==> config.mk <==
export PLATFORM = sky130hd
export DESIGN_NAME = div_ctrl_flat
export DESIGN_NICKNAME = d
export VERILOG_FILES = /design/src/rtl/div_ctrl_if.sv /design/src/rtl/div_ctrl.sv /design/src/flat_wrapper.sv
export SDC_FILE = /design/constraint.sdc
export NUM_CORES = 1
export LEC_CHECK = 0
export BUFFER_PORTS_ARGS = -buffer_cell sky130_fd_sc_hd__buf_2
export CAP_MARGIN = 20
export CELL_PAD_IN_SITES_DETAIL_PLACEMENT = 1
export CELL_PAD_IN_SITES_GLOBAL_PLACEMENT = 1
export CORE_ASPECT_RATIO = 0.6
export CORE_MARGIN = 8
export CORE_UTILIZATION = 30
export CTS_CLUSTER_DIAMETER = 30
export CTS_CLUSTER_SIZE = 25
export DETAILED_ROUTE_END_ITERATION = 8
export HOLD_SLACK_MARGIN = 0.05
export PLACE_DENSITY = 0.6
export SLEW_MARGIN = 20
export SYNTH_ARGS = -nofsm -noshare
export SYNTH_HDL_FRONTEND = slang
export SYNTH_SLANG_ARGS = --single-unit
==> constraint.sdc <==
create_clock -name clk -period 7.9 [get_ports clk]
set_input_delay 0.395 -clock clk [delete_from_list [all_inputs] [get_ports clk]]
set_output_delay 0.395 -clock clk [all_outputs]
set_load 0.005 [all_outputs]
==> src/rtl/div_ctrl_if.sv <==
// Operand, control and register-write signals between the EX stage and div_ctrl.
// master drives the EX-side inputs; slave is the divide controller.
interface div_ctrl_if;
   logic        start_i;
   logic [2:0]  op_i;
   logic [31:0] dividend_i;
   logic [31:0] divisor_i;
   logic [4:0]  rd_i;
   logic        flush_i;
   logic        ex_we_i;
   logic [4:0]  ex_waddr_i;
   logic [31:0] ex_wdata_i;
   logic        hold_o;
   logic        busy_o;
   logic        done_o;
   logic        reg_we_o;
   logic [4:0]  reg_waddr_o;
   logic [31:0] reg_wdata_o;

   modport master (
      output start_i, op_i, dividend_i, divisor_i, rd_i, flush_i,
             ex_we_i, ex_waddr_i, ex_wdata_i,
      input  hold_o, busy_o, done_o, reg_we_o, reg_waddr_o, reg_wdata_o
   );

   modport slave (
      input  start_i, op_i, dividend_i, divisor_i, rd_i, flush_i,
             ex_we_i, ex_waddr_i, ex_wdata_i,
      output hold_o, busy_o, done_o, reg_we_o, reg_waddr_o, reg_wdata_o
   );
endinterface

==> src/rtl/div_ctrl.sv <==
// RV32M DIV/DIVU/REM/REMU controller: 32-step restoring divider that stalls the
// pipeline and owns the register-file write port, merging its result with EX writes.
module div_ctrl (
   input logic       clk,
   input logic       rst,
   div_ctrl_if.slave bus
);
   typedef enum logic [1:0] {
      S_IDLE = 2'd0,
      S_CALC = 2'd1,
      S_END  = 2'd2
   } state_t;

   state_t      state_r;
   logic [4:0]  cnt_r;
   logic [32:0] rem_r;
   logic [31:0] quo_r;
   logic [31:0] a_r;
   logic [31:0] b_r;
   logic [4:0]  rd_r;
   logic        is_rem_r;
   logic        qneg_r;
   logic        rneg_r;
   logic        busy_r;

   logic        signed_s;
   logic        div0_s;
   logic        ovf_s;
   logic        special_s;
   logic        accept_s;
   logic        end_write_s;
   logic [31:0] abs_a_s;
   logic [31:0] abs_b_s;
   logic [32:0] trial_s;
   logic        ge_s;
   logic [32:0] diff_s;
   logic [31:0] result_s;

   // Decode the offered instruction and classify its operands.
   always_comb begin
      signed_s  = ~bus.op_i[0];
      div0_s    = (bus.divisor_i == 32'h0000_0000);
      ovf_s     = signed_s && (bus.dividend_i == 32'h8000_0000) &&
                  (bus.divisor_i == 32'hFFFF_FFFF);
      special_s = div0_s | ovf_s;
      accept_s  = (state_r == S_IDLE) && bus.start_i && bus.op_i[2] &&
                  !bus.flush_i && !rst;
      // |0x80000000| wraps back to itself and is then used as an unsigned magnitude
      if (signed_s && bus.dividend_i[31]) begin
         abs_a_s = 32'd0 - bus.dividend_i;
      end else begin
         abs_a_s = bus.dividend_i;
      end
      if (signed_s && bus.divisor_i[31]) begin
         abs_b_s = 32'd0 - bus.divisor_i;
      end else begin
         abs_b_s = bus.divisor_i;
      end
   end

   // One restoring step: shift the next dividend bit in and try the subtraction.
   always_comb begin
      trial_s = {rem_r[31:0], a_r[5'd31 - cnt_r]};
      ge_s    = (trial_s >= {1'b0, b_r});
      diff_s  = trial_s - {1'b0, b_r};
   end

   // Final sign correction of the selected quotient or remainder.
   always_comb begin
      if (is_rem_r) begin
         if (rneg_r) begin
            result_s = 32'd0 - rem_r[31:0];
         end else begin
            result_s = rem_r[31:0];
         end
      end else begin
         if (qneg_r) begin
            result_s = 32'd0 - quo_r;
         end else begin
            result_s = quo_r;
         end
      end
      end_write_s = (state_r == S_END) && !bus.flush_i && !rst;
   end

   // Divider FSM with operand capture and datapath registers.
   always_ff @(posedge clk) begin
      if (rst) begin
         state_r  <= S_IDLE;
         cnt_r    <= 5'd0;
         rem_r    <= 33'd0;
         quo_r    <= 32'd0;
         a_r      <= 32'd0;
         b_r      <= 32'd0;
         rd_r     <= 5'd0;
         is_rem_r <= 1'b0;
         qneg_r   <= 1'b0;
         rneg_r   <= 1'b0;
         busy_r   <= 1'b0;
      end else if (bus.flush_i) begin
         state_r <= S_IDLE;
         busy_r  <= 1'b0;
      end else begin
         case (state_r)
            S_IDLE: begin
               if (accept_s) begin
                  rd_r     <= bus.rd_i;
                  is_rem_r <= bus.op_i[1];
                  a_r      <= abs_a_s;
                  b_r      <= abs_b_s;
                  cnt_r    <= 5'd0;
                  busy_r   <= 1'b1;
                  if (special_s) begin
                     // Special cases preload the final answer with no sign fix-up
                     quo_r   <= div0_s ? 32'hFFFF_FFFF : 32'h8000_0000;
                     rem_r   <= div0_s ? {1'b0, bus.dividend_i} : 33'd0;
                     qneg_r  <= 1'b0;
                     rneg_r  <= 1'b0;
                     state_r <= S_END;
                  end else begin
                     quo_r   <= 32'd0;
                     rem_r   <= 33'd0;
                     qneg_r  <= signed_s & (bus.dividend_i[31] ^ bus.divisor_i[31]);
                     rneg_r  <= signed_s & bus.dividend_i[31];
                     state_r <= S_CALC;
                  end
               end else begin
                  busy_r <= 1'b0;
               end
            end
            S_CALC: begin
               rem_r <= ge_s ? diff_s : trial_s;
               quo_r <= {quo_r[30:0], ge_s};
               cnt_r <= cnt_r + 5'd1;
               if (cnt_r == 5'd31) begin
                  state_r <= S_END;
               end else begin
                  state_r <= S_CALC;
               end
            end
            S_END: begin
               state_r <= S_IDLE;
               busy_r  <= 1'b0;
            end
            default: begin
               state_r <= S_IDLE;
               busy_r  <= 1'b0;
            end
         endcase
      end
   end

   assign bus.hold_o      = accept_s || ((state_r == S_CALC) && !bus.flush_i && !rst);
   assign bus.busy_o      = busy_r;
   assign bus.done_o      = end_write_s;
   assign bus.reg_we_o    = rst ? 1'b0 : (end_write_s ? 1'b1 : bus.ex_we_i);
   assign bus.reg_waddr_o = rst ? 5'd0 : (end_write_s ? rd_r : bus.ex_waddr_i);
   assign bus.reg_wdata_o = rst ? 32'd0 : (end_write_s ? result_s : bus.ex_wdata_i);
endmodule
==> src/flat_wrapper.sv <==
// flat-port wrapper written by rule: the top's interface ports become plain ports
module div_ctrl_flat 
  (clk, rst, bus_start_i, bus_op_i, bus_dividend_i, bus_divisor_i, bus_rd_i, bus_flush_i, bus_ex_we_i, bus_ex_waddr_i, bus_ex_wdata_i, bus_hold_o, bus_busy_o, bus_done_o, bus_reg_we_o, bus_reg_waddr_o, bus_reg_wdata_o);
  div_ctrl_if bus_i ();
  input logic clk;
  input logic rst;
  input wire logic [$bits(bus_i.start_i)-1:0] bus_start_i;
  input wire logic [$bits(bus_i.op_i)-1:0] bus_op_i;
  input wire logic [$bits(bus_i.dividend_i)-1:0] bus_dividend_i;
  input wire logic [$bits(bus_i.divisor_i)-1:0] bus_divisor_i;
  input wire logic [$bits(bus_i.rd_i)-1:0] bus_rd_i;
  input wire logic [$bits(bus_i.flush_i)-1:0] bus_flush_i;
  input wire logic [$bits(bus_i.ex_we_i)-1:0] bus_ex_we_i;
  input wire logic [$bits(bus_i.ex_waddr_i)-1:0] bus_ex_waddr_i;
  input wire logic [$bits(bus_i.ex_wdata_i)-1:0] bus_ex_wdata_i;
  output wire logic [$bits(bus_i.hold_o)-1:0] bus_hold_o;
  output wire logic [$bits(bus_i.busy_o)-1:0] bus_busy_o;
  output wire logic [$bits(bus_i.done_o)-1:0] bus_done_o;
  output wire logic [$bits(bus_i.reg_we_o)-1:0] bus_reg_we_o;
  output wire logic [$bits(bus_i.reg_waddr_o)-1:0] bus_reg_waddr_o;
  output wire logic [$bits(bus_i.reg_wdata_o)-1:0] bus_reg_wdata_o;
  assign bus_i.start_i = bus_start_i;
  assign bus_i.op_i = bus_op_i;
  assign bus_i.dividend_i = bus_dividend_i;
  assign bus_i.divisor_i = bus_divisor_i;
  assign bus_i.rd_i = bus_rd_i;
  assign bus_i.flush_i = bus_flush_i;
  assign bus_i.ex_we_i = bus_ex_we_i;
  assign bus_i.ex_waddr_i = bus_ex_waddr_i;
  assign bus_i.ex_wdata_i = bus_ex_wdata_i;
  assign bus_hold_o = bus_i.hold_o;
  assign bus_busy_o = bus_i.busy_o;
  assign bus_done_o = bus_i.done_o;
  assign bus_reg_we_o = bus_i.reg_we_o;
  assign bus_reg_waddr_o = bus_i.reg_waddr_o;
  assign bus_reg_wdata_o = bus_i.reg_wdata_o;
  div_ctrl u_core (.clk(clk), .rst(rst), .bus(bus_i));
endmodule
Word-level counts from Yosys, hierarchy flattened --
Cells that the tools add are included.
Storage, ports and cells: bits in registers 144, output and inout bits 41, input port bits 114, logic and storage cells 85
Cells by class: mux-type cells 32, bitwise logic cells 6, equal/unequal tests 6, reduce and logical (&&, ||, !) cells 21, $lt $le $gt $ge 2, $add $sub $neg 7
Operator list (count):
- two-way mux 32 bit | 13
- case mux 32 bit (2 select lines) | 2
- subtractor 1 x 32 -> 32 bit (first input constant) | 4
- == test 32 bit (second input constant) | 2
- >= comparator 33 x 32 -> 1 bit | 1
- logical NOT 32 bit | 1
- subtractor 32 bit | 1
- two-way mux 31 bit | 1
- two-way mux 5 bit | 3
- logical AND 1 bit | 12
- case mux 5 bit (2 select lines) | 1
- < comparator 5 x 6 -> 1 bit (second input constant) | 1
- two-way mux 1 bit | 6
- two-way mux 2 bit | 3
- AND reduction 3 bit | 2
- adder 5 x 1 -> 5 bit (second input constant) | 1
- binary-select mux 1 bit (select 5 bit) | 1
- == test 5 bit (second input constant) | 1
- subtractor 5 bit (first input constant) | 1
- case mux 2 bit (2 select lines) | 1
- bitwise AND 1 bit | 2
- == test 2 x 1 -> 1 bit (second input constant) | 1
- == test 2 bit (second input constant) | 1
- logical NOT 1 bit | 2
- other kinds (9) | 10

Depth between registers and ports, before layout --
word-level depth 7, mapped depth 15, gate-level depth less buffers 13

Least setup slack after synthesis --
OpenSTA, ideal clock, no wires.
path kind reg2reg, start register u_core.cnt_r[0], end register u_core.rem_r[12], clock period less this slack 3926 ps, arrival time 3841 ps, data required time 7814 ps, path buffers 3, setup slack 3974 ps, cell stages (with the launch flop) 16, setup time 86 ps, cell sequence dfxtp_1 buf_1 mux4_2 mux4_2 mux2i_1 ha_1 nor2b_1 o21ba_2 o211ai_1 and2_1 o2111ai_1 clkbuf_1 nand2_1 clkbuf_1 a31oi_1 a211oi_1
Between the ends: longest elaborated chain between the ends 6, elaborated cells on any way between the ends 7, those cells by class 2 x add/sub; 1 x order compare; 4 x mux
Ends and longest elaborated chain:
- start, declared | line div_ctrl.sv:15 | logic [4:0] cnt_r;
- start signal, assigned | line div_ctrl.sv:134 | cnt_r <= cnt_r + 5'd1;
- subtractor 5 bit (*) | line div_ctrl.sv:63 | trial_s = {rem_r[31:0], a_r[5'd31 - cnt_r]};
- binary-select mux 1 bit (select 5 bit) (*) | line div_ctrl.sv:63
- two-way mux 1 bit (implied by the code) (*) | line div_ctrl.sv:63
- subtractor 32 bit or >= comparator 33 x 32 -> 1 bit (tied branches) | line div_ctrl.sv:65, div_ctrl.sv:64
- two-way mux 32 bit (*) | line div_ctrl.sv:132 | rem_r <= ge_s ? diff_s : trial_s;
- case mux 32 bit (2 select lines) (*) | line div_ctrl.sv:104 | case (state_r)
- end signal, assigned | line div_ctrl.sv:116 | rem_r <= div0_s ? {1'b0, bus.dividend_i} : 33'd0;
- end signal, assigned | line div_ctrl.sv:132
- end, declared | line div_ctrl.sv:16 | logic [32:0] rem_r;
Every way passes the cells marked *; elsewhere a longest branch is shown, timed or not. The select of a mux whose other input is x is not followed. A chain may end at the register's enable or synchronous reset.

Worst setup path in the final report --
start register u_core.cnt_r[0], end register u_core.rem_r[15]
Same word-level chain as after synthesis.

==> results.json <==
{
  "status": "complete, no violations",
  "die-area_mm2": 0.04497,
  "period_needed_ns": 5.228,
  "fill_cells": 4729,
  "skew_ns": 0.006676,
  "seq_area_mm2": 0.002884,
  "clock_latency_ns": 0.46,
  "place_inst": 2142,
  "maxSlewViolCount": 0,
  "worstMarginPinSlew_ns": 1.192,
  "synth_seq_area_share_pct": 25.12,
  "ctsHoldBuffers": 0,
  "placed_area_mm2": 0.01260,
  "postCtsSetupRepairBufs": 0,
  "tns_ns": 0,
  "via_per_inst": 5.739,
  "post_synth_num_cell_types": 72,
  "grt_max_degree": 87,
  "slew_headroom_pct": 19.79,
  "wl_per_cell_um": 22.91,
  "track_usage_pct": 21.84,
  "wl_um": 49800,
  "cts.clk_slew.worst_paths_ns": 0.07,
  "numClockSinks": 144,
  "area_growth_pct": 15.04,
  "root_buffer": "clkbuf_16",
  "syn_nets": 1728,
  "timing.fmax_ghz": 0.1913,
  "netlist_top_cells_area": "dfxtp_1 (25%), a211oi_1 (6.2%), a21oi_1 (6.2%), nor2_1 (5.7%), xor2_1 (5.6%)",
  "cts_tree": "yes",
  "htree_levels": 4,
  "path_cells": "mux4_2, mux4_2, mux2i_1, ha_1, nor2b_1, o21ba_2, o211ai_1, and2_1, o2111ai_1, buf_4, nand2_1, mux2_2, a211oi_1",
  "critPathMaxFanout": 24,
  "cts_buffers": 17,
  "clk_path_buf_depth": 2,
  "hold_class": "primary input to flop",
  "ys_seq_elements": 144,
  "powerDensity_mw_per_mm2": 172.8,
  "nets": 1802,
  "rsz0062_at_grt": "no",
  "final_area_mm2": 0.01320,
  "drt_iter0_markers": 1210,
  "worstPathBufferInverterCount": 1,
  "yosys.area.top_type": "dfxtp_1",
  "hold_violations": 0,
  "syn_area_per_cell_um2": 7.290,
  "post-place-ws_ns": 2.826,
  "setup_viol": 0,
  "critical_path_arrival_ns": 5.58,
  "ys_top_cells_by_count": "nor2_1 (173), dfxtp_1 (144), a21oi_1 (142)",
  "drive_above_1_share_pct": 14.10,
  "pin_count": 155,
  "port_buffers": 154,
  "synth.cell_area_mm2": 0.01147,
  "cp_common_cell": "mux4_2",
  "slowest_stage": "nand2_1",
  "first_global_vias": 12500,
  "finish.utilization_pct": 35.00,
  "synth_flop_cell": "dfxtp_1",
  "drtPass1Iterations": 7,
  "syn_inst": 1574,
  "synth-edff-count": 0,
  "drv_cap": 0,
  "cp-end-kind": "flop",
  "ctsResizeCount": 0,
  "core_mm2": 0.03771,
  "fin_crit_sh_pct": 66.18,
  "place_hpwl_um": 38090,
  "setup_slack_ns": 2.672,
  "die-width_um": 268.5,
  "leakage_uw": 0.004928,
  "yosysMostFrequentCell": "nor2_1",
  "synth_top_area_share_pct": 25.12,
  "antenna_found_initial": 2,
  "vias": 12480,
  "yosys_warnings": 0,
  "grt_pass1_wl_um": 76790,
  "cp.required_ns": 8.25,
  "rows": 55,
  "drc": 0,
  "gp_congestion": 0.9113,
  "critPathKind": "flop to flop",
  "critPathMaxStageDelay_ns": 0.78,
  "start_kind": "flop",
  "grt_overflow": 0,
  "ir_drop_v": 0.0001729,
  "synthArstFlopShare_pct": 0,
  "fp.dieH_um": 167.5,
  "start_util_pct": 30.43,
  "postRouteAntennaNets": 0,
  "multi_input_comb_area_mm2": 0.007971,
  "cpLargestDelayFamily": "multiplexers",
  "finalNonFillerCells": 2174
}
## worst paths after layout
path | from | to | slack, ns | cells past startpoint
worst min register to register | u_core.a_r[18]$_SDFFE_PP0P_ | u_core.a_r[18]$_SDFFE_PP0P_ | 0.46 | 2
worst max-delay path | u_core.cnt_r[0]$_SDFFE_PP0P_ | u_core.rem_r[15]$_SDFFE_PP0P_ | 2.67 | 13
worst min-delay path | bus_rd_i[2] | u_core.rd_r[2]$_SDFFE_PP0P_ | 0.18 | 3
worst max register to register | u_core.cnt_r[0]$_SDFFE_PP0P_ | u_core.rem_r[15]$_SDFFE_PP0P_ | 2.67 | 13
## per-stage QoR
stage               hold slack, ns  total power (uW)
floorplan                   0.4289              1194
global placement            0.4369              1418
detailed placement          0.4459              1426
CTS                         0.1596              2284
global route                0.1695              2388
finish                      0.1759              2281
## report_power, final
part           total (uW)  leakage (uW)  switching, uW  internal (uW)
clock network         851      0.000287            355            496
logic                 657       0.00347            426            231
registers             774       0.00117           26.3            747
## routing by layer
metal / vias to the layer above / wire length, um / track usage, %
met5: - / 13 / 0
met4: 2 / 711 / 4.854
met3: 46 / 4034 / 6.656
met2: 343 / 19890 / 29.89
met1: 6180 / 25150 / 32.63
li1: 5906 / - / -
## cell usage in the layout, fill, tap and decap left out, drive strengths merged, types with 20 or more instances in the layout
cell	count
nor2	173
buf	168
dfxtp	144
a21oi	142
nand2	139
o21ai	110
a211oi	95
xor2	74
inv	62
xnor2	59
nor3	58
ha	39
nand3	36
or3	33
o31ai	27
a31oi	23
nand4	20
## kinds of logic (layout without fill, tap and decap cells)
kind of cell | count (synthesis) | count (layout) | synth area share, %
AOI/OAI and AO/OA | 508 | 508 | 28.36
xor gates and xnor gates | 133 | 133 | 10.15
adders and majority gates | 40 | 40 | 4.427
buffers and inverters | 174 | 260 | 5.735
DFF | 144 | 144 | 25.12
muxes | 19 | 19 | 2.781
other | 0 | 1 | 0
and+or+nand+nor | 556 | 556 | 23.42
## worst register-to-register path, cell delays in order, from the launching register on
cell and delay [ns]:
dfxtp_1 0.74, mux4_2 0.59, mux4_2 0.49, mux2i_1 0.49, ha_1 0.31, nor2b_1 0.09
o21ba_2 0.22, o211ai_1 0.23, and2_1 0.19, o2111ai_1 0.12, buf_4 0.22, nand2_1 0.78
mux2_2 0.44, a211oi_1 0.22
## cell type report
class,count,area share [%]
multi-input combinational,1256,60.39
sequential,144,21.85
timing repair buffer,168,6.654
tap,513,4.863
clock buffer,18,3.251
inverter,61,1.735
clock inverter,13,1.242
antenna,1,0.01896
## flip-flops by register name (all words and copies together), names as in the netlist
name / flops
u_core.a_r: 32
u_core.b_r: 32
u_core.bus.busy_o: 1
u_core.cnt_r: 5
u_core.is_rem_r: 1
u_core.qneg_r: 1
u_core.quo_r: 32
u_core.rd_r: 5
u_core.rem_r: 32
u_core.rneg_r: 1
u_core.state_r: 2
(Power assumes the default switching activity.)
